<file path="config.mk">
export PLATFORM = sky130hd
export DESIGN_NAME = i2c_adc_target
export DESIGN_NICKNAME = d
export VERILOG_FILES = /design/src/rtl/i2c_adc_target.sv
export SDC_FILE = /design/constraint.sdc
export NUM_CORES = 1
export LEC_CHECK = 0
export ABC_AREA = 1
export BUFFER_PORTS_ARGS = -buffer_cell sky130_fd_sc_hd__buf_2
export CELL_PAD_IN_SITES_DETAIL_PLACEMENT = 1
export CELL_PAD_IN_SITES_GLOBAL_PLACEMENT = 1
export CORE_ASPECT_RATIO = 1.2
export CORE_MARGIN = 8
export CORE_UTILIZATION = 46
export CTS_BUF_LIST = sky130_fd_sc_hd__clkbuf_8
export CTS_CLUSTER_SIZE = 20
export DETAILED_ROUTE_END_ITERATION = 10
export PLACE_DENSITY_LB_ADDON = 0.1
export SLEW_MARGIN = 20
export SYNTH_ARGS = -nofsm -noshare
export SYNTH_HDL_FRONTEND = slang
export SYNTH_SLANG_ARGS = --single-unit
</file>
<file path="constraint.sdc">
create_clock -name clk -period 4.2 [get_ports clk]
set_clock_uncertainty 0.2 [all_clocks]
set_input_delay 0.84 -clock clk [delete_from_list [all_inputs] [get_ports clk]]
set_output_delay 0.84 -clock clk [all_outputs]
set_load 0.005 [all_outputs]
</file>
<file path="src/rtl/i2c_adc_target.sv">
// I2C target exposing a four-register map: conversion result (0, read-only), config (1) and thresholds (2, 3).
// SCL/SDA are oversampled on clk; all protocol actions happen on synchronized bus edges.
module i2c_adc_target #(
    parameter logic [6:0] ADDRESS = 7'b1001001
) (
    input  logic        clk,
    input  logic        reset,
    input  logic        scl,
    input  logic        sdaIn,
    output logic        sdaOut,
    output logic        isSending,
    input  logic [15:0] convData,
    input  logic        convLoad,
    output logic [15:0] configReg,
    output logic [15:0] loThresh,
    output logic [15:0] hiThresh,
    output logic        regWritePulse,
    output logic [1:0]  regWriteAddr,
    output logic        busy
);

    typedef enum logic [3:0] {
        IDLE, ADDR, ADDR_ACK, PTR, PTR_ACK, WDATA, WDATA_ACK, RDATA, RDATA_ACK, WAIT_STOP
    } stateType;

    stateType    state, stateNext;

    logic [1:0]  sclSync, sdaSync;
    logic        sclLast, sdaLast;
    logic        sdaBit, sclRise, sclFall, startCond, stopCond, rxDone;

    logic [3:0]  bitCnt, bitCntNext;
    logic [7:0]  rxShift, rxShiftNext;
    logic [15:0] txShift, txShiftNext;
    logic [1:0]  pointer, pointerNext;
    logic [7:0]  msbHold, msbHoldNext;
    logic [1:0]  dataCnt, dataCntNext;
    logic        readMode, readModeNext;
    logic        readLsb, readLsbNext;
    logic        ackBit, ackBitNext;
    logic        sdaOutNext, isSendingNext;
    logic        commit;
    logic [15:0] commitData;
    logic [15:0] convReg;
    logic [15:0] readValue;

    // During reset the synchronizers are preloaded with the live pin levels so
    // that leaving reset mid-transfer cannot fabricate a START or STOP edge.
    always_ff @(posedge clk) begin
        if (reset) begin
            sclSync <= {2{scl}};
            sdaSync <= {2{sdaIn}};
            sclLast <= scl;
            sdaLast <= sdaIn;
        end else begin
            // NOTE: sequential state uses non-blocking assignments so every flop samples pre-edge values, which the synchronizer chain depends on.
            sclSync <= {sclSync[0], scl};
            sdaSync <= {sdaSync[0], sdaIn};
            sclLast <= sclSync[1];
            sdaLast <= sdaSync[1];
        end
    end

    assign sdaBit    = sdaSync[1];
    assign sclRise   = sclSync[1] & ~sclLast;
    assign sclFall   = ~sclSync[1] & sclLast;
    assign startCond = ~sdaSync[1] & sdaLast & sclSync[1] & sclLast;
    assign stopCond  = sdaSync[1] & ~sdaLast & sclSync[1] & sclLast;
    assign rxDone    = sclFall && (bitCnt == 4'd8);
    assign busy      = (state != IDLE);
    assign commitData = {msbHold, rxShift};

    always_comb begin
        case (pointer)
            2'd0:    readValue = convReg;
            2'd1:    readValue = configReg;
            2'd2:    readValue = loThresh;
            default: readValue = hiThresh;
        endcase
    end

    always_ff @(posedge clk) begin
        if (reset) begin
            state     <= IDLE;
            bitCnt    <= '0;
            rxShift   <= '0;
            txShift   <= '0;
            pointer   <= '0;
            msbHold   <= '0;
            dataCnt   <= '0;
            readMode  <= 1'b0;
            readLsb   <= 1'b0;
            ackBit    <= 1'b1;
            sdaOut    <= 1'b1;
            isSending <= 1'b0;
        end else begin
            state     <= stateNext;
            bitCnt    <= bitCntNext;
            rxShift   <= rxShiftNext;
            txShift   <= txShiftNext;
            pointer   <= pointerNext;
            msbHold   <= msbHoldNext;
            dataCnt   <= dataCntNext;
            readMode  <= readModeNext;
            readLsb   <= readLsbNext;
            ackBit    <= ackBitNext;
            sdaOut    <= sdaOutNext;
            isSending <= isSendingNext;
        end
    end

    always_comb begin
        // NOTE: every output of this block gets a default first; a missing branch would otherwise infer a latch.
        stateNext     = state;
        bitCntNext    = bitCnt;
        rxShiftNext   = rxShift;
        txShiftNext   = txShift;
        pointerNext   = pointer;
        msbHoldNext   = msbHold;
        dataCntNext   = dataCnt;
        readModeNext  = readMode;
        readLsbNext   = readLsb;
        ackBitNext    = ackBit;
        sdaOutNext    = sdaOut;
        isSendingNext = isSending;
        commit        = 1'b0;

        if (stopCond) begin
            stateNext     = IDLE;
            sdaOutNext    = 1'b1;
            isSendingNext = 1'b0;
        end else if (startCond) begin
            stateNext     = ADDR;
            bitCntNext    = '0;
            sdaOutNext    = 1'b1;
            isSendingNext = 1'b0;
        end else begin
            if (sclRise && (state == ADDR || state == PTR || state == WDATA)) begin
                rxShiftNext = {rxShift[6:0], sdaBit};
                bitCntNext  = bitCnt + 4'd1;
            end

            case (state)
                ADDR: begin
                    if (rxDone) begin
                        bitCntNext = '0;
                        if (rxShift[7:1] == ADDRESS) begin
                            stateNext     = ADDR_ACK;
                            sdaOutNext    = 1'b0;
                            isSendingNext = 1'b1;
                            readModeNext  = rxShift[0];
                            if (rxShift[0]) begin
                                txShiftNext = readValue;
                                readLsbNext = 1'b0;
                            end
                        end else begin
                            stateNext = WAIT_STOP;
                        end
                    end
                end

                ADDR_ACK: begin
                    if (sclFall) begin
                        bitCntNext = '0;
                        if (readMode) begin
                            // First data bit goes out on the same SCL fall that ends the ACK.
                            stateNext     = RDATA;
                            sdaOutNext    = txShift[15];
                            txShiftNext   = {txShift[14:0], 1'b0};
                            isSendingNext = 1'b1;
                        end else begin
                            stateNext     = PTR;
                            sdaOutNext    = 1'b1;
                            isSendingNext = 1'b0;
                        end
                    end
                end

                PTR: begin
                    if (rxDone) begin
                        stateNext     = PTR_ACK;
                        pointerNext   = rxShift[1:0];
                        dataCntNext   = '0;
                        sdaOutNext    = 1'b0;
                        isSendingNext = 1'b1;
                    end
                end

                PTR_ACK, WDATA_ACK: begin
                    if (sclFall) begin
                        stateNext     = WDATA;
                        bitCntNext    = '0;
                        sdaOutNext    = 1'b1;
                        isSendingNext = 1'b0;
                    end
                end

                WDATA: begin
                    if (rxDone) begin
                        if (dataCnt == 2'd2) begin
                            stateNext = WAIT_STOP;
                        end else begin
                            stateNext     = WDATA_ACK;
                            sdaOutNext    = 1'b0;
                            isSendingNext = 1'b1;
                            dataCntNext   = dataCnt + 2'd1;
                            if (dataCnt == 2'd0) begin
                                msbHoldNext = rxShift;
                            end else begin
                                commit = (pointer != 2'd0);
                            end
                        end
                    end
                end

                RDATA: begin
                    if (sclRise) begin
                        bitCntNext = bitCnt + 4'd1;
                    end else if (sclFall) begin
                        if (bitCnt == 4'd8) begin
                            stateNext     = RDATA_ACK;
                            sdaOutNext    = 1'b1;
                            isSendingNext = 1'b0;
                        end else begin
                            sdaOutNext  = txShift[15];
                            txShiftNext = {txShift[14:0], 1'b0};
                        end
                    end
                end

                RDATA_ACK: begin
                    if (sclRise) begin
                        ackBitNext = sdaBit;
                    end else if (sclFall) begin
                        if (!ackBit) begin
                            stateNext     = RDATA;
                            bitCntNext    = '0;
                            isSendingNext = 1'b1;
                            if (readLsb) begin
                                // Both bytes delivered: take a fresh snapshot and restart at the MSB.
                                sdaOutNext  = readValue[15];
                                txShiftNext = {readValue[14:0], 1'b0};
                                readLsbNext = 1'b0;
                            end else begin
                                sdaOutNext  = txShift[15];
                                txShiftNext = {txShift[14:0], 1'b0};
                                readLsbNext = 1'b1;
                            end
                        end else begin
                            stateNext = WAIT_STOP;
                        end
                    end
                end

                default: ;
            endcase
        end
    end

    // Register 0 is only ever written by convLoad and commits never target it,
    // so the two update paths below can never collide on the same register.
    always_ff @(posedge clk) begin
        if (reset) begin
            // NOTE: the register file is reset because its power-on contents are architecturally visible over the bus.
            convReg       <= 16'h0000;
            configReg     <= 16'h8583;
            loThresh      <= 16'h8000;
            hiThresh      <= 16'h7FFF;
            regWritePulse <= 1'b0;
            regWriteAddr  <= 2'd0;
        end else begin
            regWritePulse <= commit;
            if (commit) begin
                regWriteAddr <= pointer;
                case (pointer)
                    2'd1:    configReg <= commitData;
                    2'd2:    loThresh  <= commitData;
                    2'd3:    hiThresh  <= commitData;
                    default: ;
                endcase
            end
            if (convLoad) begin
                convReg <= convData;
            end
        end
    end

endmodule

</file>
==> results.md <==
- Post-synthesis cell count: 905
- Slew Viols, Final: 0
- Minimum clock period: 2970 ps
- Detailed Routing Iterations Pass 1: 4
- Post-cts sizing count: 0
- Routed Wire Length: 20,600 um
- GPL Wtd Cong: 0.909
- Layout net count: 986
- GRT Residual Overflow: 0
- Hold-fix buffers at CTS: 0
- CP Capture Type: flop
- Reg2Reg Depth: 12
- Yosys warning count: 0
- Pwr Density: 495 nW/um^2
- Area of the multi-input gates: 3040 um^2
- Synthesis-to-layout area growth: 14.0%
- Setup TNS: 0 ps
- Num CTS Buffers: 17
- Synth area leader: dfxtp_1
- Largest net degree at the start of global routing: 77
- Slowest CP cell: nand2_1
- WHS Endpoint: sdaSync[1]$_DFF_P_
- Vias in the first global route: 6,413
- Antenna cells: 0
- I/O Buffers: 74
- CP Launch Type: flop
- Share of cells above drive strength 1: 15.4%
- Worst-Skew Late Latency: 450 ps
- Chip Width: 120 um
- Run status: completed
- Area contributors post-synth: dfxtp_1 41%, nand2_1 17%, nand3_1 8.6%
- # H-tree levels: 4
- Reg2reg end: configReg[14]$_SDFFE_PP0P_
- Top cells by count, synth: 268 x nand2_1, 122 x dfxtp_1, 103 x nand3_1, 98 x nor2_1, 73 x inv_1
- Fillers: 1,744
- Die area: 17,000 um^2
- Post-synth EDFFs: 0
- DIE HEIGHT: 141 um
- First-pass GRT wire length: 32,900 um
- Root buffer cell: clkbuf_8
- Reg2reg setup slack: 1230 ps
- Total track usage: 24.5%
- Clock Sinks: 122
- Hold depth: 2
- VDD IR max: 0.229 mV
- Vias: 6,213
- Pwr Total: 3380 uW
- Worst Path Buf+Inv: 3
- Sequential share of the synthesized area: 40.7%
- Maximum buffer depth of the clock tree: 2
- Initial Utilization: 47.3%
- CP most frequent cell: nand2_1
- Final Util: 54.0%
- Flop and latch count out of synthesis: 122
- Top_reg_cell synth: dfxtp_1
- Hold_sp: sdaSync[0]$_DFF_P_
- Crit Reg-Reg Startpoint: bitCnt[0]$_SDFFE_PP0N_
- Crit Path Max Fanout: 21
- Dpl cell area: 6390 um^2
- WP data arrival: 3120 ps
- Crit Path Class: flop to flop
- Post-synth ARST share: 0%
- Pin slew with the least headroom to its limit: 1020 ps
- Max Fclk: 337 MHz
- Cell Area, Synth: 5990 um^2
- Clock slew at reported path FFs: 80 ps
- Syn Area/Cell: 6.62 um^2
- Worst setup path start: bitCnt[0]$_SDFFE_PP0N_
- Row count: 45
- CTS tree: done
- Initial antenna violation count: 0
- RSZ-0062 raised after global routing: no
- Vias/cell: 5.46
- Post-CTS Setup Bufs: 0
- Synthesized Nets: 930
- Synth top area share: 40.7%
- Non-Filler Cell Area, Final: 6840 um^2
- Leakage: 0.00318 uW
- CP peak stage delay: 460 ps
- Detailed Place HPWL: 15,000 um
- Antenna Nets Post-Route: 0
- Crit share post-route: 70.6%
- Avg WL per Cell: 18.1 um
- Setup violators final: 0
- DR iter-0 viols: 323
- Yosys cell types: 31
- Worst rel slew slack: 32.3%
- Core Box Area: 12,700 um^2
- IO Pins: 75
- Seq. cell area: 2440 um^2
- HP Class: flop to flop
- DRC viols: 0
- Crit path required time: 4350 ps
- Max_cap viols: 0
- Hold violation count in the final report: 0
- Crit-path cells: inv_1 -> ha_1 -> nand2_1 -> nor2_2 -> nand2_4 -> nor2_2 -> nand2_2 -> inv_2 -> nand2_1 -> inv_2 -> nand2_1 -> a21oi_1
- Most common cell in the synthesized netlist: nand2_1
- Critical path's top delay family: simple AND/OR/NAND/NOR gates
-- cell usage in the layout, fill, tap and decap left out, types with 2 or more instances in the layout --
cell and n:
a211oi_1 2, a21oi_1 57, nand2_4 2, o21ai_0 61, inv_6 2, clkbuf_8 18, buf_4 2, dfxtp_1 122
ha_1 4, nand3_1 103, o21ai_1 2, nand2_1 268, nand4_1 6, buf_2 74, inv_2 10, o211ai_1 23
nor2_2 12, nor2_1 97, clkinvlp_4 4, nand3_2 2, nand2_2 7, and2_1 2, bufinv_16 4, nor2_4 6
clkinv_2 4, clkinv_4 2, inv_1 72
-- logic make-up after synthesis --
group	Yosys count	share of synthesized area (%)
AND/OR/NAND/NOR	509	36.4
AO/OA/AOI/OAI	146	13.3
XOR/XNOR	1	0.146
adder cells (fa/ha/maj)	4	0.835
buffers and inverters	123	8.64
flip-flops	122	40.7
-- sequential cells by signal, indices dropped and copies added, names as in the netlist, 2 cells and up --
| signal | count |
|---|---|
| pointer | 2 |
| convReg | 16 |
| regWriteAddr | 2 |
| dataCnt | 2 |
| txShift | 16 |
| loThresh | 16 |
| msbHold | 8 |
| sdaSync | 2 |
| configReg | 16 |
| rxShift | 8 |
| bitCnt | 4 |
| state | 4 |
| hiThresh | 16 |
| sclSync | 2 |
-- worst register-to-register path, delay by kind of cell, from the launching register on --
family                   cells  cell delay, ps
buffers and inverters        3             670
flip-flops                   1             380
AND/OR/NAND/NOR              7            1240
adder cells (fa/ha/maj)      1             170
AO/OA/AOI/OAI                1             210
-- routing by layer --
layer  wire, um  vias to the layer above  GRT usage, %
met2      11100                      114          45.7
li1           -                     3032             -
met3        695                       51          5.03
met4       1020                        0          14.3
met1       7870                     3016          24.5
met5          0                        -             0
-- how the worst max path moves through the flow --
stage	depth (start not counted)	slack, ps	end
global route	12	1020	configReg[14]$_SDFFE_PP0P_
detailed placement	4	1250	msbHold[0]$_SDFFE_PP0P_
finish	12	1230	configReg[14]$_SDFFE_PP0P_
CTS	12	1240	configReg[14]$_SDFFE_PP0P_
floorplan	4	2330	configReg[0]$_SDFFE_PP1P_
global placement	4	1410	msbHold[1]$_SDFFE_PP0P_
-- through the flow --
stage          hold WS (ps)  worst slack, ps  cells
2_1_floorplan           196             2330    905
6_report                231             1230   1138
4_1_cts                 241             1240   1138
5_1_grt                 270             1020   1138
3_5_place_dp            224             1250   1106
3_3_place_gp            212             1410   1106
-- report_power, final --
part	internal, uW	switching (uW)	total, uW
combinational	260	612	872
sequential	1240	86.1	1330
clock	665	518	1180
total	2170	1220	3380
-- final cells by class --
class,count,share of cell area (%)
repair buffers,76,5.64
inverters,84,4.65
flip-flops and latches,122,35.7
clock inverters,14,2.86
well taps,164,3.00
clock buffers,18,3.62
multi-input cells,660,44.5
Note: power is estimated with default switching activity, not from simulation.
